$ cat src/rtl/gpio_cfg_pkg.sv
`default_nettype none
// ----------------------------------------------------------------------------
// gpio_cfg_pkg
// Per-pad config byte field layout, drive-mode constants and sequencer states.
// Revision: 1.0
// ----------------------------------------------------------------------------
package gpio_cfg_pkg;

   localparam int DM_LSB      = 0;
   localparam int INP_DIS_BIT = 3;
   localparam int IB_MODE_BIT = 4;
   localparam int VTRIP_BIT   = 5;
   localparam int SLOW_BIT    = 6;

   localparam logic [2:0] DM_INPUT  = 3'b001;
   localparam logic [2:0] DM_STRONG = 3'b110;

   typedef enum logic [1:0] {
      ST_IDLE = 2'd0,
      ST_SLOT = 2'd1,
      ST_DONE = 2'd2
   } seq_state_e;

endpackage
`default_nettype wire

$ cat src/rtl/gpio_cfg_shadow.sv
`default_nettype none
// ----------------------------------------------------------------------------
// gpio_cfg_shadow
// NUM_PADS x 8 shadow config array; out-of-range writes are dropped and flagged.
// Revision: 1.0
// ----------------------------------------------------------------------------
module gpio_cfg_shadow
   import gpio_cfg_pkg::*;
#(
   parameter int          NUM_PADS  = 44,
   parameter int          PAD_IDX_W = 6,
   parameter logic [7:0]  RST_CFG   = 8'b0000_0001
) (
   input  logic                 clk,
   input  logic                 rst,
   input  logic                 i_wr_en,
   input  logic [PAD_IDX_W-1:0] i_wr_pad,
   input  logic [7:0]           i_wr_data,
   input  logic [PAD_IDX_W-1:0] i_rd_pad,
   output logic [7:0]           o_rd_data,
   output logic                 o_wr_err
);

   // One extra bit so NUM_PADS itself is representable even when it equals 2**PAD_IDX_W.
   localparam logic [PAD_IDX_W:0] c_num_pads = (PAD_IDX_W+1)'(NUM_PADS);

   logic [7:0] r_shadow [NUM_PADS];
   logic       r_wr_err;
   logic       w_in_range;

   assign w_in_range = ({1'b0, i_wr_pad} < c_num_pads);

   always_ff @(posedge clk) begin
      if (rst) begin
         for (int i = 0; i < NUM_PADS; i++) begin
            r_shadow[i] <= RST_CFG;
         end
         r_wr_err <= 1'b0;
      end else begin
         r_wr_err <= i_wr_en && !w_in_range;
         if (i_wr_en && w_in_range) begin
            r_shadow[i_wr_pad] <= i_wr_data;
         end
      end
   end

   assign o_rd_data = r_shadow[i_rd_pad];
   assign o_wr_err  = r_wr_err;

endmodule
`default_nettype wire

$ cat src/rtl/gpio_pad_cfg_sequencer.sv
`default_nettype none
// ----------------------------------------------------------------------------
// gpio_pad_cfg_sequencer
// Applies shadow pad config to live outputs one pad per slot with OEB forced.
// Option: GPIO_CFG_SKIP_UNCHANGED_EN gives unchanged pads a 1-cycle, unforced slot.
// Revision: 1.0
// ----------------------------------------------------------------------------
module gpio_pad_cfg_sequencer
   import gpio_cfg_pkg::*;
#(
   parameter int          NUM_PADS    = 44,
   parameter int          PAD_IDX_W   = 6,
   parameter int          STEP_CYCLES = 4,
   parameter logic [7:0]  RST_CFG     = 8'b0000_0001
) (
   input  logic                 wb_clk_i,
   input  logic                 wb_rst_i,
   input  logic                 cfg_wr_valid,
   output logic                 cfg_wr_ready,
   input  logic [PAD_IDX_W-1:0] cfg_wr_pad,
   input  logic [7:0]           cfg_wr_data,
   output logic                 cfg_wr_err,
   input  logic                 apply_req,
   output logic                 apply_busy,
   output logic                 apply_done,
   output logic [NUM_PADS-1:0]  gpio_dm2,
   output logic [NUM_PADS-1:0]  gpio_dm1,
   output logic [NUM_PADS-1:0]  gpio_dm0,
   output logic [NUM_PADS-1:0]  gpio_inp_dis,
   output logic [NUM_PADS-1:0]  gpio_ib_mode_sel,
   output logic [NUM_PADS-1:0]  gpio_vtrip_sel,
   output logic [NUM_PADS-1:0]  gpio_slow_sel,
   output logic [NUM_PADS-1:0]  cfg_oeb_force
);

   localparam int                   c_STEP_W    = $clog2(STEP_CYCLES);
   localparam logic [c_STEP_W-1:0]  c_last_step = c_STEP_W'(STEP_CYCLES-1);
   localparam logic [PAD_IDX_W-1:0] c_last_pad  = PAD_IDX_W'(NUM_PADS-1);

   seq_state_e           r_state, w_state_nxt;
   logic [PAD_IDX_W-1:0] r_pad, w_pad_nxt;
   logic [c_STEP_W-1:0]  r_step, w_step_nxt;
   logic [7:0]           r_live [NUM_PADS];
   logic [7:0]           w_shadow_rd;
   logic                 w_load, w_force_en, w_slot_end, w_wr_acc;
   logic [NUM_PADS-1:0]  w_rsvd_unused;

   assign cfg_wr_ready = (r_state == ST_IDLE);
   assign apply_busy   = (r_state != ST_IDLE);
   assign apply_done   = (r_state == ST_DONE);
   assign w_wr_acc     = cfg_wr_valid && cfg_wr_ready;

   gpio_cfg_shadow #(
      .NUM_PADS  (NUM_PADS),
      .PAD_IDX_W (PAD_IDX_W),
      .RST_CFG   (RST_CFG)
   ) u_shadow (
      .clk       (wb_clk_i),
      .rst       (wb_rst_i),
      .i_wr_en   (w_wr_acc),
      .i_wr_pad  (cfg_wr_pad),
      .i_wr_data (cfg_wr_data),
      .i_rd_pad  (r_pad),
      .o_rd_data (w_shadow_rd),
      .o_wr_err  (cfg_wr_err)
   );

`ifdef GPIO_CFG_SKIP_UNCHANGED_EN
   logic w_unchanged;
   assign w_unchanged = (w_shadow_rd == r_live[r_pad]);
`endif

   always_ff @(posedge wb_clk_i) begin
      if (wb_rst_i) begin
         r_state <= ST_IDLE;
         r_pad   <= '0;
         r_step  <= '0;
      end else begin
         r_state <= w_state_nxt;
         r_pad   <= w_pad_nxt;
         r_step  <= w_step_nxt;
      end
   end

   always_comb begin
      w_state_nxt = r_state;
      w_pad_nxt   = r_pad;
      w_step_nxt  = r_step;
      w_load      = 1'b0;
      w_force_en  = 1'b0;
      w_slot_end  = 1'b0;
      case (r_state)
         ST_IDLE: begin
            if (apply_req) begin
               w_state_nxt = ST_SLOT;
               w_pad_nxt   = '0;
               w_step_nxt  = '0;
            end
         end
         ST_SLOT: begin
            w_load     = (r_step == '0);
            w_force_en = 1'b1;
            w_slot_end = (r_step == c_last_step);
`ifdef GPIO_CFG_SKIP_UNCHANGED_EN
            if (w_load && w_unchanged) begin
               w_force_en = 1'b0;
               w_slot_end = 1'b1;
            end
`endif
            if (w_slot_end) begin
               w_step_nxt = '0;
               if (r_pad == c_last_pad) begin
                  w_state_nxt = ST_DONE;
               end else begin
                  w_pad_nxt = r_pad + PAD_IDX_W'(1);
               end
            end else begin
               w_step_nxt = r_step + c_STEP_W'(1);
            end
         end
         ST_DONE: w_state_nxt = ST_IDLE;
         default: w_state_nxt = ST_IDLE;
      endcase
   end

   // Only the pad owning the current slot is ever loaded.
   always_ff @(posedge wb_clk_i) begin
      if (wb_rst_i) begin
         for (int i = 0; i < NUM_PADS; i++) begin
            r_live[i] <= RST_CFG;
         end
      end else if (w_load) begin
         r_live[r_pad] <= w_shadow_rd;
      end
   end

   for (genvar i = 0; i < NUM_PADS; i++) begin : g_pad
      assign gpio_dm0[i]         = r_live[i][DM_LSB];
      assign gpio_dm1[i]         = r_live[i][DM_LSB+1];
      assign gpio_dm2[i]         = r_live[i][DM_LSB+2];
      assign gpio_inp_dis[i]     = r_live[i][INP_DIS_BIT];
      assign gpio_ib_mode_sel[i] = r_live[i][IB_MODE_BIT];
      assign gpio_vtrip_sel[i]   = r_live[i][VTRIP_BIT];
      assign gpio_slow_sel[i]    = r_live[i][SLOW_BIT];
      assign cfg_oeb_force[i]    = w_force_en && (r_pad == PAD_IDX_W'(i));
      assign w_rsvd_unused[i]    = r_live[i][7];
   end

endmodule
`default_nettype wire

$ cat config.mk
export PLATFORM = sky130hd
export DESIGN_NAME = gpio_pad_cfg_sequencer
export DESIGN_NICKNAME = d
export VERILOG_FILES = /design/src/rtl/gpio_cfg_pkg.sv /design/src/rtl/gpio_cfg_shadow.sv /design/src/rtl/gpio_pad_cfg_sequencer.sv
export SDC_FILE = /design/constraint.sdc
export NUM_CORES = 1
export LEC_CHECK = 0
export CAP_MARGIN = 20
export CORE_ASPECT_RATIO = 0.7
export CORE_MARGIN = 2
export CORE_UTILIZATION = 51
export DETAILED_ROUTE_END_ITERATION = 7
export HOLD_SLACK_MARGIN = 0.1
export PLACE_DENSITY = 0.83
export REMOVE_ABC_BUFFERS = 1
export SKIP_CTS_REPAIR_TIMING = 1
export SYNTH_ARGS = -nofsm -noshare
export SYNTH_HDL_FRONTEND = slang
export SYNTH_SLANG_ARGS = --single-unit
$ cat constraint.sdc
create_clock -name wb_clk_i -period 2.5 [get_ports wb_clk_i]
set_clock_uncertainty 0.05 [all_clocks]
set_input_delay 0.5 -clock wb_clk_i [delete_from_list [all_inputs] [get_ports wb_clk_i]]
set_output_delay 0.5 -clock wb_clk_i [all_outputs]
set_load 0.005 [all_outputs]
Word level (Yosys, flattened, before mapping):

Memories as Yosys holds them, arrays and structs flattened. A register that Yosys moved wholly into a read port is not among the register bits.
Cells that the tools add are included.

* register bits after elaboration: 11
* bits in latches: 0
* bits in writable memories: 704
* ROM bits: 0
* word-level logic and storage cells: 146
* memories: 2

Memories
* r_live: words 44, bits a word 8, read ports 44, clocked after Yosys merged registers in 0, wr ports 44, RTL line gpio_pad_cfg_sequencer.sv:43 `logic [7:0] r_live [NUM_PADS];`
* u_shadow.r_shadow: words 44, bits a word 8, read ports 1, clocked after Yosys merged registers in 1, wr ports 44, RTL line gpio_cfg_shadow.sv:27 `logic [7:0] r_shadow [NUM_PADS];`

* add/subtract/negate cells: 2
* $mul: 0
* divide/modulo/power cells: 0
* $lt $le $gt $ge: 1
* equal/unequal tests: 50
* shift operators: 0
* muxes and demuxes: 29
* bitwise operators: 0
* reduce and logical (&&, ||, !) cells: 58

Operator list (count)
* 6-bit by 5-bit == test with 1-bit output (second input constant): 16
* 6-bit == test (second input constant): 12
* 6-bit by 4-bit == test with 1-bit output (second input constant): 8
* 1-bit logical AND: 47
* 6-bit two-way mux: 7
* 6-bit by 3-bit == test with 1-bit output (second input constant): 4
* 8-bit two-way mux: 2
* 8-bit OR reduction: 2
* 6-bit by 2-bit == test with 1-bit output (second input constant): 2
* 1-bit two-way mux: 12
* 6-bit case mux with 2 select lines: 1
* 2-bit two-way mux: 5
* 2-bit case mux with 2 select lines: 2
* 6-bit by 1-bit adder with 6-bit output (second input constant): 1
* 6-bit by 1-bit == test with 1-bit output (second input constant): 1
* 6-bit logical NOT: 1
* 6-bit less-than comparator (second input constant): 1
* 2-bit inequality test (second input constant): 3
* 2-bit == test (second input constant): 2
* 2-bit logical NOT: 2
* 4-bit AND reduction: 1
* 2-bit nonzero test: 2
* 3-bit AND reduction: 1
* 2-bit by 1-bit adder with 2-bit output (second input constant): 1
* other kinds (4): 4

Longest topological paths before layout:

* depth after elaboration: 8
* depth in mapped cells: 9
* mapped depth without buffers: 7

Hierarchy:

Synthesis repeated with hierarchy kept, for this count alone.

* cell total of the unflattened synthesis: 2243
* area total of the unflattened synthesis: 35401.5 µm²

Modules (own cells, without submodules)
* gpio_cfg_shadow: times used 1, cells each 1334, area each 22591.7 µm², sequential area each 15394.8 µm²
* gpio_pad_cfg_sequencer: times used 1, cells each 909, area each 12809.8 µm², sequential area each 9449.1 µm²

Worst setup path after synthesis:

OpenSTA, ideal clock, no wires.

* kind: input -> register
* from: in wb_rst_i
* to: mem u_shadow.r_shadow[43][0] (enable)
* arrival time: 2.095 ns
* required time: 2.126 ns
* path slack: 0.031 ns
* stages on the path: 6
* buffers on the path: 1
* path through: or4b_1 a211oi_2 nand2_1 clkbuf_1 nor2_1 or2_1

RTL lines
* start, declared: RTL line gpio_pad_cfg_sequencer.sv:17 `input logic wb_rst_i,`
* end, declared: RTL line gpio_cfg_shadow.sv:27

==> metrics.md <==
| Metric | Value |
|---|---|
| Outcome | finished with violations |
| Failing checks | setup timing |
| Worst path cell trace | buf_12 -> buf_6 -> mux4_2 -> mux2i_1 -> mux4_2 -> mux2_4 -> buf_12 -> clkbuf_16 -> nor2_4 |
| Post-synth cell types | 42 |
| Yosys top cell by area | edfxtp_1 |
| DP Area | 39200 µm² |
| Hold Vio Cnt, Final | 0 |
| Post-DP HPWL | a little over 60 mm |
| Fill cells | 3389 |
| RSZ-0062 raised after global routing | yes |
| Clock-pin slew on the worst setup and hold paths | about 0.07 ns |
| DR pass1 iterations | 6 |
| Num CTS Buffers | 73 |
| Final WS setup | -0.629 ns |
| Synth Register Bits | 773 |
| Register area | roughly 23000 µm² |
| DRC Markers | 0 |
| Syn Area/Cell | 15.7 µm² |
| CTS root buffer | clkbuf_16 |
| CP arrival | 3.48 ns |
| GPL Wtd Cong | between 0.9 and 1 |
| Worst hold margin | ~0.33 ns |
| Vias in the first global route | around 20k |
| Final Util | ~72% |
| Worst VDD drop | roughly 0.00043 V |
| Clk sinks | about 770 |
| Max Clock Freq | about 320 MHz |
| Core Area | approximately 63000 µm² |
| Share of the synthesized area in the top cell type | approximately 70% |
| Largest net degree at the start of global routing | 65 |
| Ys async rst share | 0% |
| Synthesized area | about 32000 µm² |
| DIE AREA | approximately 65000 µm² |
| Via count | 23.1k |
| Worst-Margin Slew | a little over 0.7 ns |
| Post-route ant nets | 0 |
| Worst hold-check path type | primary input to flip-flop |
| Grt ovf | 0 |
| Max Cap Viol | 0 |
| Initial core utilization | 51.3% |
| Overall routing resource usage | a little over a quarter |
| Die width | between 300 and 400 µm |
| Area contributors post-synth | edfxtp_1, mux4_2, and2_1, nor2_1, mux2i_1 |
| CP peak stage delay | between 0.5 and 0.6 ns |
| Critical path capture point type | flip-flop |
| Fin crit share | 125% |
| CP max stage cell | mux4_2 |
| Synth-to-layout area growth | 41.0% |
| Worst path required time | ~2.9 ns |
| Initial antenna violation count | 9 |
| Mapped Cells | 2053 |
| Crit Path Class | flip-flop to flip-flop |
| Critical path startpoint category | flip-flop |
| CTS max path bufs | 3 |
| WL/cell | ~31 µm |
| Most common flop cell mapped by yosys | edfxtp_1 |
| H-tree lvl count | 3 |
| Pwr dens | 628 nW/µm² |
| Number of synthesized flops with an enable pin | between 700 and 800 |
| Post-synth top cells | edfxtp_1, nor2_1, and2_1 |
| Final Max Tran Viols | 0 |
| Fin area | around 45000 µm² |
| Setup_tns | -145.73 ns |
| Fraction of layout cells with a size suffix above 1 | between 30% and 40% |
| Final setup viols | ~460 |
| Layout net count | slightly below 3k |
| Power Total | roughly 29 mW |
| Height of the die | between 200 and 250 µm |
| Yosys warns | 0 |
| Leak | around 16 nW |
| Most frequent cell after synthesis | edfxtp_1 |
| Port Buffer Count | 372 |
| Global-route wire length before repair | around 130 mm |
| Vias/cell | about 6 |
| CTS tree | built |
| Area occupied by multi-input gates | about 11000 µm² |
| CP max FO | 11 |
| Std cell rows | 77 |
| Worst-skew pair later-pin latency | approximately 0.66 ns |
| Sequential area share after synthesis | 71.5% |
| Routed WL | 115 mm |
| Num ports | 374 |
| Detailed Route Iter0 Violations | 3766 |
| Fin crit period | 3.13 ns |
| Slew Limit Headroom | a little over half |
-- worst max-delay path, delay by kind of cell, from the launching register on --
kind,cells,cell delay [ns]
multiplexers,4,1.56
buffers and inverters,4,0.73
flip-flops,1,0.49
AND/OR/NAND/NOR,1,0.05
-- kinds of logic (layout without fill, tap and decap cells) --
group                      count (synthesis)  in the layout  share of synthesized area (%)
adders and majority gates                  6              6                          0.233
buffers and inverters                    142            880                           2.48
xor gates and xnor gates                   5              5                          0.136
DFF                                      773            773                           71.5
other                                      1            144                         0.0116
and+or+nand+nor                          927            927                           14.4
muxes                                    185            185                           10.8
AOI/OAI and AO/OA                         14             14                          0.404
-- cell usage in the layout, fill, tap and decap left out, types with 41 or more instances in the layout --
master	n
nor2_2	78
clkbuf_16	107
and2_1	272
buf_12	65
edfxtp_1	756
nor2_1	123
nand2b_1	42
buf_4	229
mux4_2	121
or3_1	45
clkdlybuf4s50_1	331
nand3_2	41
nor2_4	170
nand2_1	65
conb_1	140
-- cell type report --
type,count,area share (%)
inverters,7,0.0633
multi-input cells,1277,24.0
clock buffers,88,4.24
repair buffers,747,17.9
clock inverters,38,0.711
well taps,829,2.28
flip-flops and latches,773,50.8
diodes,4,0.0220
-- report_power, final --
part,internal (mW),total (mW),switching (mW)
clock network,5.93,11.1,5.19
registers,14.7,15.0,0.234
logic,1.07,2.44,1.38
total,21.7,28.5,6.80
-- metal layers --
| metal | GRT usage, % | up-vias | wire (µm) |
|---|---|---|---|
| met2 | 43.3 | 2151 | 53600 |
| met5 | 0 | - | 46 |
| met1 | 37.8 | 11500 | 38200 |
| li1 | - | 9029 | - |
| met4 | 8.81 | 6 | 6740 |
| met3 | 5.75 | 486 | 16600 |
-- flip-flops by register name (all words and copies together) (netlist names), named ones only --
name / cells
u_shadow.r_shadow: 448
r_live: 308
r_pad: 6
r_state: 2
r_step: 2
u_shadow.o_wr_err: 1
-- metrics by stage --
stage	setup slack, ns	instances
2_1_floorplan	-3.65	2057
3_3_place_gp	-0.693	3516
3_5_place_dp	-0.807	3516
4_1_cts	-0.688	3642
5_1_grt	-0.594	3760
6_report	-0.629	3763
-- final timing paths --
kind                       start                       end  slack [ns]  depth (start not counted)
setup reg to reg       flip-flop             r_live[17][1]       -0.63                          9
hold / removal    cfg_wr_data[6]  u_shadow.r_shadow[53][6]        0.33                          2
setup / recovery       flip-flop             r_live[17][1]       -0.63                          9
hold reg to reg       r_state[0]                r_state[0]        0.51                          1
No activity file was read; power rests on OpenSTA's default activity.
